$ cat config.mk
export PLATFORM = sky130hd
export DESIGN_NAME = pa_idu_gpr_rd
export DESIGN_NICKNAME = d
export VERILOG_FILES = /design/src/rtl/pa_idu_gpr_pkg.sv /design/src/rtl/pa_idu_gpr_src_sel.sv /design/src/rtl/pa_idu_gpr_rd.sv
export SDC_FILE = /design/constraint.sdc
export NUM_CORES = 2
export LEC_CHECK = 0
export ABC_AREA = 1
export CORE_AREA = 2 2 501 503
export CTS_CLUSTER_DIAMETER = 100
export DETAILED_ROUTE_END_ITERATION = 8
export DIE_AREA = 0 0 503 505
export MAX_ROUTING_LAYER = met4
export SLEW_MARGIN = 20
export SYNTH_ARGS = -nofsm -noshare
export SYNTH_HDL_FRONTEND = slang
export SYNTH_SLANG_ARGS = --single-unit
export TNS_END_PERCENT = 20
$ cat constraint.sdc
create_clock -name forever_cpuclk -period 8.8 [get_ports forever_cpuclk]
set_input_delay 2.2 -clock forever_cpuclk [delete_from_list [all_inputs] [get_ports forever_cpuclk]]
set_output_delay 2.2 -clock forever_cpuclk [all_outputs]
set_load 0.02 [all_outputs]
$ cat src/rtl/pa_idu_gpr_pkg.sv
// Shared constants for the IDU GPR read side: per-register busy encodings,
// reader FSM states and the GPR data width.
package pa_idu_gpr_pkg;

  localparam int unsigned GPR_DW = 32;

  localparam logic [2:0] IDLE      = 3'b000;
  localparam logic [2:0] BUSY1     = 3'b001;
  localparam logic [2:0] BUSY_LSU1 = 3'b010;
  localparam logic [2:0] BUSY_DIV1 = 3'b011;
  localparam logic [2:0] BUSY2     = 3'b100;
  localparam logic [2:0] BUSY_LSU2 = 3'b110;
  localparam logic [2:0] BUSY_DIV2 = 3'b111;

  localparam logic [1:0] S_IDLE = 2'd0;
  localparam logic [1:0] S_WAIT = 2'd1;
  localparam logic [1:0] S_VLD  = 2'd2;

endpackage

$ cat src/rtl/pa_idu_gpr_src_sel.sv
// Combinational source selector: picks one register's busy state, forward strobes
// and bypassed data, and decides whether the operand can be taken this cycle.
module pa_idu_gpr_src_sel
  import pa_idu_gpr_pkg::*;
#(
  parameter int unsigned NREG = 32,
  parameter int unsigned IDXW = 5
) (
  input  logic [IDXW-1:0]        idx_i,
  input  logic                   en_i,
  input  logic [NREG*3-1:0]      busy_flat_i,
  input  logic [NREG*GPR_DW-1:0] dout_flat_i,
  input  logic [NREG-1:0]        fwd_en0_i,
  input  logic [NREG-1:0]        fwd_en1_i,
  input  logic [NREG-1:0]        fwd_en2_i,
  output logic                   src_ready_o,
  output logic [GPR_DW-1:0]      src_data_o
);

  logic [2:0]        busy;
  logic [GPR_DW-1:0] dout;
  logic              f0, f1, f2;
  logic              hit;
  logic              zero_src;
  logic              busy_ready;

  always_comb begin
    busy = IDLE;
    dout = '0;
    f0   = 1'b0;
    f1   = 1'b0;
    f2   = 1'b0;
    hit  = 1'b0;
    for (int unsigned i = 0; i < NREG; i++) begin
      if (idx_i == IDXW'(i)) begin
        busy = busy_flat_i[i*3 +: 3];
        dout = dout_flat_i[i*GPR_DW +: GPR_DW];
        f0   = fwd_en0_i[i];
        f1   = fwd_en1_i[i];
        f2   = fwd_en2_i[i];
        hit  = 1'b1;
      end
    end
  end

  // Indices beyond NREG (RV32E) behave like x0 so the reader never deadlocks.
  assign zero_src = !en_i || (idx_i == '0) || !hit;

  always_comb begin
    case (busy)
      IDLE:      busy_ready = 1'b1;
      BUSY1:     busy_ready = f0 | f1 | f2;
      BUSY_LSU1: busy_ready = f1 | f2;
      BUSY_DIV1: busy_ready = f0 | f2;
      default:   busy_ready = 1'b0;
    endcase
  end

  assign src_ready_o = zero_src | busy_ready;
  assign src_data_o  = zero_src ? '0 : dout;

endmodule

$ cat src/rtl/pa_idu_gpr_rd.sv
// IDU GPR read side: holds one decoded instruction until both sources are
// hazard-free, then hands the operands to EX1. Optional PA_IDU_GPR_RD_STALL_CNT_EN.
module pa_idu_gpr_rd
  import pa_idu_gpr_pkg::*;
#(
  parameter int unsigned NREG = 32,
  parameter int unsigned IDXW = 5
) (
  input  logic                   forever_cpuclk,
  input  logic                   cpurst,
  input  logic                   rtu_idu_flush_fe,
  input  logic                   id_rd_vld,
  output logic                   id_rd_rdy,
  input  logic                   id_rs1_en,
  input  logic                   id_rs2_en,
  input  logic [IDXW-1:0]        id_rs1_idx,
  input  logic [IDXW-1:0]        id_rs2_idx,
  input  logic [NREG*3-1:0]      gpr_busy_st_flat,
  input  logic [NREG*GPR_DW-1:0] gpr_dout_flat,
  input  logic [NREG-1:0]        fwd_en0_x,
  input  logic [NREG-1:0]        fwd_en1_x,
  input  logic [NREG-1:0]        fwd_en2_x,
  output logic                   ex_opnd_vld,
  input  logic                   ex_opnd_rdy,
  output logic [GPR_DW-1:0]      ex_rs1_data,
  output logic [GPR_DW-1:0]      ex_rs2_data,
  output logic                   idu_rd_stall
`ifdef PA_IDU_GPR_RD_STALL_CNT_EN
  ,
  output logic [31:0]            idu_rd_stall_cnt
`endif
);

  logic [1:0]        state_q, state_d;
  logic              rs1_cap_q, rs1_cap_d, rs2_cap_q, rs2_cap_d;
  logic              rs1_en_q, rs1_en_d, rs2_en_q, rs2_en_d;
  logic [IDXW-1:0]   rs1_idx_q, rs1_idx_d, rs2_idx_q, rs2_idx_d;
  logic [GPR_DW-1:0] rs1_data_q, rs1_data_d, rs2_data_q, rs2_data_d;

  logic              accept;
  logic              sel1_en, sel2_en;
  logic [IDXW-1:0]   sel1_idx, sel2_idx;
  logic              rs1_ready, rs2_ready;
  logic [GPR_DW-1:0] rs1_sel_data, rs2_sel_data;

  assign id_rd_rdy = (state_q == S_IDLE) || ((state_q == S_VLD) && ex_opnd_rdy);
  assign accept    = id_rd_vld && id_rd_rdy && !rtu_idu_flush_fe;

  // Selectors look at the incoming instruction on accept, otherwise at the held one.
  assign sel1_en  = accept ? id_rs1_en  : rs1_en_q;
  assign sel2_en  = accept ? id_rs2_en  : rs2_en_q;
  assign sel1_idx = accept ? id_rs1_idx : rs1_idx_q;
  assign sel2_idx = accept ? id_rs2_idx : rs2_idx_q;

  pa_idu_gpr_src_sel #(
    .NREG (NREG),
    .IDXW (IDXW)
  ) u_src1_sel (
    .idx_i       (sel1_idx),
    .en_i        (sel1_en),
    .busy_flat_i (gpr_busy_st_flat),
    .dout_flat_i (gpr_dout_flat),
    .fwd_en0_i   (fwd_en0_x),
    .fwd_en1_i   (fwd_en1_x),
    .fwd_en2_i   (fwd_en2_x),
    .src_ready_o (rs1_ready),
    .src_data_o  (rs1_sel_data)
  );

  pa_idu_gpr_src_sel #(
    .NREG (NREG),
    .IDXW (IDXW)
  ) u_src2_sel (
    .idx_i       (sel2_idx),
    .en_i        (sel2_en),
    .busy_flat_i (gpr_busy_st_flat),
    .dout_flat_i (gpr_dout_flat),
    .fwd_en0_i   (fwd_en0_x),
    .fwd_en1_i   (fwd_en1_x),
    .fwd_en2_i   (fwd_en2_x),
    .src_ready_o (rs2_ready),
    .src_data_o  (rs2_sel_data)
  );

  always_comb begin
    state_d    = state_q;
    rs1_cap_d  = rs1_cap_q;
    rs2_cap_d  = rs2_cap_q;
    rs1_en_d   = rs1_en_q;
    rs2_en_d   = rs2_en_q;
    rs1_idx_d  = rs1_idx_q;
    rs2_idx_d  = rs2_idx_q;
    rs1_data_d = rs1_data_q;
    rs2_data_d = rs2_data_q;

    if (rtu_idu_flush_fe) begin
      state_d   = S_IDLE;
      rs1_cap_d = 1'b0;
      rs2_cap_d = 1'b0;
    end else if (accept) begin
      rs1_en_d  = id_rs1_en;
      rs2_en_d  = id_rs2_en;
      rs1_idx_d = id_rs1_idx;
      rs2_idx_d = id_rs2_idx;
      rs1_cap_d = rs1_ready;
      rs2_cap_d = rs2_ready;
      if (rs1_ready) rs1_data_d = rs1_sel_data;
      if (rs2_ready) rs2_data_d = rs2_sel_data;
      state_d = (rs1_ready && rs2_ready) ? S_VLD : S_WAIT;
    end else begin
      case (state_q)
        S_WAIT: begin
          // Captured operands are frozen; only pending ones may still load.
          if (!rs1_cap_q && rs1_ready) begin
            rs1_cap_d  = 1'b1;
            rs1_data_d = rs1_sel_data;
          end
          if (!rs2_cap_q && rs2_ready) begin
            rs2_cap_d  = 1'b1;
            rs2_data_d = rs2_sel_data;
          end
          if (rs1_cap_d && rs2_cap_d) state_d = S_VLD;
        end
        S_VLD: begin
          if (ex_opnd_rdy) begin
            state_d   = S_IDLE;
            rs1_cap_d = 1'b0;
            rs2_cap_d = 1'b0;
          end
        end
        default: ;
      endcase
    end
  end

  always_ff @(posedge forever_cpuclk or posedge cpurst) begin
    if (cpurst) begin
      state_q    <= S_IDLE;
      rs1_cap_q  <= 1'b0;
      rs2_cap_q  <= 1'b0;
      rs1_en_q   <= 1'b0;
      rs2_en_q   <= 1'b0;
      rs1_idx_q  <= '0;
      rs2_idx_q  <= '0;
      rs1_data_q <= '0;
      rs2_data_q <= '0;
    end else begin
      state_q    <= state_d;
      rs1_cap_q  <= rs1_cap_d;
      rs2_cap_q  <= rs2_cap_d;
      rs1_en_q   <= rs1_en_d;
      rs2_en_q   <= rs2_en_d;
      rs1_idx_q  <= rs1_idx_d;
      rs2_idx_q  <= rs2_idx_d;
      rs1_data_q <= rs1_data_d;
      rs2_data_q <= rs2_data_d;
    end
  end

  assign ex_opnd_vld  = (state_q == S_VLD);
  assign ex_rs1_data  = rs1_data_q;
  assign ex_rs2_data  = rs2_data_q;
  assign idu_rd_stall = (state_q == S_WAIT);

`ifdef PA_IDU_GPR_RD_STALL_CNT_EN
  logic [31:0] stall_cnt_q;

  // Saturating; survives flush so it measures total hazard time since reset.
  always_ff @(posedge forever_cpuclk or posedge cpurst) begin
    if (cpurst) begin
      stall_cnt_q <= '0;
    end else if (idu_rd_stall && (stall_cnt_q != 32'hFFFF_FFFF)) begin
      stall_cnt_q <= stall_cnt_q + 32'd1;
    end
  end

  assign idu_rd_stall_cnt = stall_cnt_q;
`endif

endmodule

After elaboration in Yosys (flattened, before gate mapping)
Cells that the tools add are included.
{"block": "classes", "eq_ne": 74, "n_reduce_logical": 32, "bitwise_logic": 11, "muxes": 421}
{"operator": "$mux 32", "n": 74}
{"operator": "$mux 1", "n": 271}
{"operator": "$mux 3", "n": 64}
{"operator": "$eq 5x5->1 const B", "n": 32}
{"operator": "$eq 5x4->1 const B", "n": 16}
{"operator": "$eq 5x3->1 const B", "n": 8}
{"operator": "$eq 5x2->1 const B", "n": 4}
{"operator": "$eq 3x2->1 const B", "n": 4}
{"operator": "$eq 5x1->1 const B", "n": 2}
{"operator": "$logic_not 5->1", "n": 2}
{"operator": "$mux 2", "n": 5}
{"operator": "$mux 5", "n": 2}
{"operator": "$or 1x1->1", "n": 10}
{"operator": "$ne 4x2->1 const B", "n": 2}
{"operator": "$pmux 1 s4", "n": 2}
{"operator": "$reduce_and 4->1", "n": 2}
{"operator": "$logic_and 1x1->1", "n": 7}
{"operator": "$logic_not 1->1", "n": 7}
{"operator": "$eq 3x1->1 const B", "n": 2}
{"operator": "$logic_not 3->1", "n": 2}
{"operator": "$reduce_bool 2->1", "n": 3}
{"operator": "$logic_or 1x1->1", "n": 5}
{"operator": "$ne 2x1->1 const B", "n": 2}
{"operator": "$pmux 1 s2", "n": 2}
{"operator": "8 further kinds", "n": 8}
{"block": "word_totals", "elab_cells": 547, "ff_bits": 80, "input_bits": 1233}

Longest topological paths before layout
{"block": "logic_depth", "word_depth": 53, "ltp_mapped": 38, "depth_no_buf": 37}

Hierarchy
Synthesis repeated with hierarchy kept, for this count alone.
{"block": "unflattened", "cells_unflattened": 4520, "area_unflattened_um2": 22146.2}
{"mod": "pa_idu_gpr_src_sel", "seq_area_each_um2": 0.0, "area_per_inst_um2": 9387.8, "cells_each": 2061, "n_inst": 2}
{"mod": "pa_idu_gpr_rd", "seq_area_each_um2": 2001.9, "area_per_inst_um2": 3370.7, "cells_each": 398, "n_inst": 1}

Worst setup path after synthesis
OpenSTA, ideal clock, no wires.
{"block": "synth_timing", "kind": "input to register", "startpoint": "input id_rd_vld", "endpoint": "register rs1_data_q[1] (netlist: ex_rs1_data[1])", "setup_ps": 117, "required_ps": 8683, "path_stages": 32, "path_slack_ps": 3400, "t_arrival_ps": 5282, "cell_sequence": "inv_1 nor2_4 nand3_4 buf_6 buf_6 o21ai_2 buf_2 nand2_2 or2_0 nand2_1 nand4_1 nor2_1 nand4_1 nor2_1 nand4_1 nor2_1 nand4_1 nor2_1 nand4_1 nand2_1 nand3_1 nand2_1 nand2_1 a21oi_1 nand3_1 nand2_1 nand2_1 nand2_4 inv_2 buf_4 nand3_1 nand2_1"}
{"block": "synth_via", "elab_chain_cells": 43, "elab_cells_between_ends": 252}
{"item": "from (decl)", "line": "pa_idu_gpr_rd.sv:12", "text": "input logic id_rd_vld,"}
{"item": "$logic_and 1x1->1 (*) (2 in series)", "line": "pa_idu_gpr_rd.sv:47", "text": "assign accept = id_rd_vld && id_rd_rdy && !rtu_idu_flush_fe;"}
{"item": "$mux 5"}
{"item": "$logic_not 5->1", "line": "pa_idu_gpr_src_sel.sv:35, pa_idu_gpr_src_sel.sv:47"}
{"item": "$mux 1 (32 in series)", "line": "pa_idu_gpr_src_sel.sv:35", "text": "if (idx_i == IDXW'(i)) begin"}
{"item": "$or 1x1->1 (2 in series)", "line": "pa_idu_gpr_src_sel.sv:52", "text": "BUSY1: busy_ready = f0 | f1 | f2;"}
{"item": "$pmux 1 s4", "line": "pa_idu_gpr_src_sel.sv:50", "text": "case (busy)"}
{"item": "$or 1x1->1", "line": "pa_idu_gpr_src_sel.sv:59", "text": "assign src_ready_o = zero_src | busy_ready;"}
{"item": "$logic_and 1x1->1", "line": "pa_idu_gpr_rd.sv:114", "text": "if (!rs1_cap_q && rs1_ready) begin"}
{"item": "$reduce_bool 2->1 (no source line)"}
{"item": "$reduce_and 4->1 (no source line)"}
{"item": "to (signal assigned)", "line": "pa_idu_gpr_rd.sv:155", "text": "rs1_data_q <= rs1_data_d;"}
{"item": "to (decl)", "line": "pa_idu_gpr_rd.sv:38", "text": "logic [GPR_DW-1:0] rs1_data_q, rs1_data_d, rs2_data_q, rs2_data_d;"}
Mark *: on every way between the ends. The rest lies on a longest branch, timed or not. The select of a mux whose other input is x is not followed.
A chain may end at the register's enable or synchronous reset.

Worst setup path after layout
{"block": "layout_timing", "startpoint": "input rtu_idu_flush_fe", "endpoint": "register rs2_data_q[6] (netlist: ex_rs2_data[6])"}
{"block": "layout_via", "elab_chain_cells": 43, "elab_cells_between_ends": 253}
{"item": "from (decl)", "line": "pa_idu_gpr_rd.sv:11", "text": "input logic rtu_idu_flush_fe,"}
{"item": "$logic_not 1->1", "line": "pa_idu_gpr_rd.sv:47"}
{"item": "$logic_and 1x1->1", "line": "pa_idu_gpr_rd.sv:47"}
{"item": "$mux 5"}
{"item": "$logic_not 5->1", "line": "pa_idu_gpr_src_sel.sv:35, pa_idu_gpr_src_sel.sv:47"}
{"item": "$mux 1 (32 in series)", "line": "pa_idu_gpr_src_sel.sv:35"}
{"item": "$or 1x1->1 (2 in series)", "line": "pa_idu_gpr_src_sel.sv:52"}
{"item": "$pmux 1 s4", "line": "pa_idu_gpr_src_sel.sv:50"}
{"item": "$or 1x1->1", "line": "pa_idu_gpr_src_sel.sv:59"}
{"item": "$logic_and 1x1->1", "line": "pa_idu_gpr_rd.sv:118", "text": "if (!rs2_cap_q && rs2_ready) begin"}
{"item": "$reduce_bool 2->1 (no source line)"}
{"item": "$reduce_and 4->1 (no source line)"}
{"item": "to (signal assigned)", "line": "pa_idu_gpr_rd.sv:156", "text": "rs2_data_q <= rs2_data_d;"}
{"item": "to (decl)", "line": "pa_idu_gpr_rd.sv:38"}
Parallel ways exist; a longest one is shown, timed or not. The select of a mux whose other input is x is not followed.

==> flow_summary.yaml <==
run_status:
  status: "finished clean"
synthesis:
  synth-seq-cells: 80
  synth_area_leader_cell: "nand2_1"
  ys_types: 46
  yosysSeqAreaShare_pct: 9.49
  synth.top_cell.area_share_pct: 32.7
  synth_edf_count: 0
  ys_top_cells_by_area: "nand2_1 33%, nand4_1 10%, nor2_1 9.6%"
  synth_area_per_cell_um2: 4.80
  postSynthCellCount: 4396
  ys.flop_type: "dfrtp_1"
  synth_warnings: 0
  syn_area_um2: 21100
  async_flop_share_pct: 100
  synth_nets: 5629
clock_tree:
  cts_root_buf: "clkbuf_16"
  hold_buffers: 0
  clock_latency_ns: 0.43
  cts.sinks: 80
  clk_pin_slew_ns: 0.08
  cts_tree: "yes"
  cts_setup_buffers: 0
  clock_path_buffers: 2
  cts_resized: 0
  cts_buffers: 9
  htreeDepth: 3
power:
  p_per_area_nw_per_um2: 249
  intPower_mw: 3.40
  combPwrFrac_pct: 89.2
  leakage_nw: 15.8
  netSwitchingFraction_pct: 66.3
  power_mw: 10.1
  power_frac_seq_pct: 6.2
  peakVddDrop_uv: 126
  pwr-share-clk_pct: 4.6
  switchingPower_mw: 6.69
sta:
  max_freq_mhz: 121
  skew_ns: 0.0205
  finalSetupViolCount: 0
  rsz0062_at_grt: "no"
  setup_ws_ns: 0.566
  hold_violations: 0
  finalSetupTns_ns: 0
  maxSlewViolCount: 0
  slew_headroom_pct: 30.5
  min_period_over_period_pct: 93.6
  tightestPinTransition_ns: 1.01
  hold_ws_ns: 0.480
  fin_crit_ns: 8.23
floorplan:
  start_util_pct: 8.50
  core_area_um2: 248000
  die_w_um: 503
  num_rows: 183
  die_h_um: 505
  dieArea_um2: 254000
  io_pins: 1300
critical_path:
  path_class: "in -> reg"
  r2r_end: "ex_rs2_data[6]"
  arrival_ns: 8.56
  crit_top_cell: "nand2_1"
  worst_path_max_delay_cell: "clkdlybuf4s50_1"
  rr_worst_depth: 30
  slowest_delay_ns: 0.49
  cp.required_ns: 9.12
  ff2ff_setup_slack_ns: 2.52
  critPathLaunchType: "input port"
  cp_max_fo: 23
  timing.rr.start: "state_q[1]"
  end_kind: "flip-flop"
layout:
  design_area_um2: 40500
  area_growth_pct: 92.0
  layout_common_cells: "1838 x nand2_1, 1299 x clkdlybuf4s50_1, 510 x nor2_1"
  final_common_cell: "nand2_1"
  stdcell_count: 9296
  fillCellCount: 29200
  final_layout_size_suffix_gt1_share_pct: 7.05
  final_util_pct: 16.3
  fin_nets: 6957
drt:
  drtPass1Iterations: 6
  wl_um: 355000
  viasPerCell: 4.35
  vias: 40400
  drc: 0
  final_antenna_net_count: 0
  post_drt_wl_per_cell_um: 38.2
  drtIter0Drc: 6271
grt:
  grt_antenna_before_repair: 386
  grt_overflow: 0
  first_global_vias: 37300
  grt_start_max_net_pins: 64
  grt_use_total_pct: 27.5
  grt_pass1_wl_um: 435000
place:
  pre_cts_ws_ns: 0.326
  dp_hpwl_um: 311000
  placed_area_um2: 39600
  portBuffers: 1299
  dp.cells: 9043
  place_congestion: 1.04
worst_hold_path:
  holdPathEnd: "rs1_en_q"
  min_path_cells: 2
  hp-class: "reg -> reg"
  hold_path_startpoint: "rs1_en_q"
flow_run:
  maxCapViolCount: 0
-- cells by family (layout without fill, tap and decap cells) --
group                  count (synthesis)  count (layout)  synth area share (%)
multiplexers                           3               3                 0.142
AO/OA/AOI/OAI                        616             616                  17.4
buffers and inverters                629            1962                  11.5
flip-flops                            80              80                  9.49
AND/OR/NAND/NOR                     3068            3068                  61.4
other                                  0             237                     0
-- cells in the mapped netlist (3+ instances only) --
library cell / count
nand2_1: 1839
nor2_1: 541
inv_1: 358
nand4_1: 341
a21oi_1: 306
nand3_1: 249
clkbuf_1: 208
o21ai_0: 128
dfrtp_1: 80
a221oi_1: 60
or2_2: 53
o2111ai_1: 43
o211ai_1: 28
a31oi_1: 16
buf_1: 14
buf_2: 14
clkinv_1: 14
nor3_1: 14
inv_2: 11
nand2_2: 8
o31ai_1: 7
o22ai_1: 6
buf_6: 5
nand3b_1: 5
o21ai_1: 5
o31ai_2: 5
and3_1: 4
buf_4: 4
mux2i_1: 3
or2_0: 3
-- how the worst max path moves through the flow --
stage / from / cells after the start / slack [ns] / to
floorplan: id_rd_vld / 32 / 3.40 / ex_rs1_data[1]
global placement: id_rd_vld / 30 / 0.46 / ex_rs2_data[3]
detailed placement: id_rd_vld / 33 / 0.33 / ex_rs2_data[12]
CTS: id_rd_vld / 33 / 0.82 / ex_rs2_data[12]
global route: rtu_idu_flush_fe / 31 / 0.28 / ex_rs2_data[6]
finish: rtu_idu_flush_fe / 31 / 0.57 / ex_rs2_data[6]
-- state kept, by name, summed over array words and instances (netlist names) --
| name | cells |
|---|---|
| rs1_en_q | 1 |
| rs2_en_q | 1 |
| ex_rs1_data | 32 |
| rs2_idx_q | 5 |
| ex_rs2_data | 32 |
| rs1_idx_q | 5 |
| rs2_cap_q | 1 |
| state_q | 2 |
| rs1_cap_q | 1 |
-- power groups by stage --
| stage | registers (mW) | logic, mW | clock network [mW] |
|---|---|---|---|
| final | 0.621 | 9.00 | 0.467 |
| after global routing | 0.624 | 9.31 | 0.496 |
| after CTS | 0.611 | 8.90 | 0.483 |
| after detailed placement | 0.613 | 8.86 | 0 |
| after global placement | 0.621 | 8.90 | 0 |
| after floorplan | 0.681 | 3.10 | 0 |
-- layer usage --
metal  vias to the layer above  global-route usage, %  share of wire [%]
li1                      17400                      -                  -
met1                     18900                   30.6                 37
met2                      3262                   42.4                 45
met3                       828                   7.40                9.4
met4                         0                   19.6                8.2
met5                         -                      -                  0
-- critical path: cells and delay by family --
kind | cells | cell delay, ns
AND/OR/NAND/NOR | 20 | 3.31
buffers and inverters | 4 | 1.31
AO/OA/AOI/OAI | 7 | 1.70
-- cell type report --
cell class	instances	area (um^2)	area share, %
Tap cell	3330	4170	10.3
Inverter	384	1450	3.57
Sequential cell	80	2000	4.94
Multi-Input combinational cell	3687	16900	41.7
Timing Repair Buffer	1562	15100	37.3
Clock buffer	10	239	0.590
Clock inverter	6	73.8	0.182
Antenna cell	237	593	1.46
No activity file was read; power rests on OpenSTA's default activity.
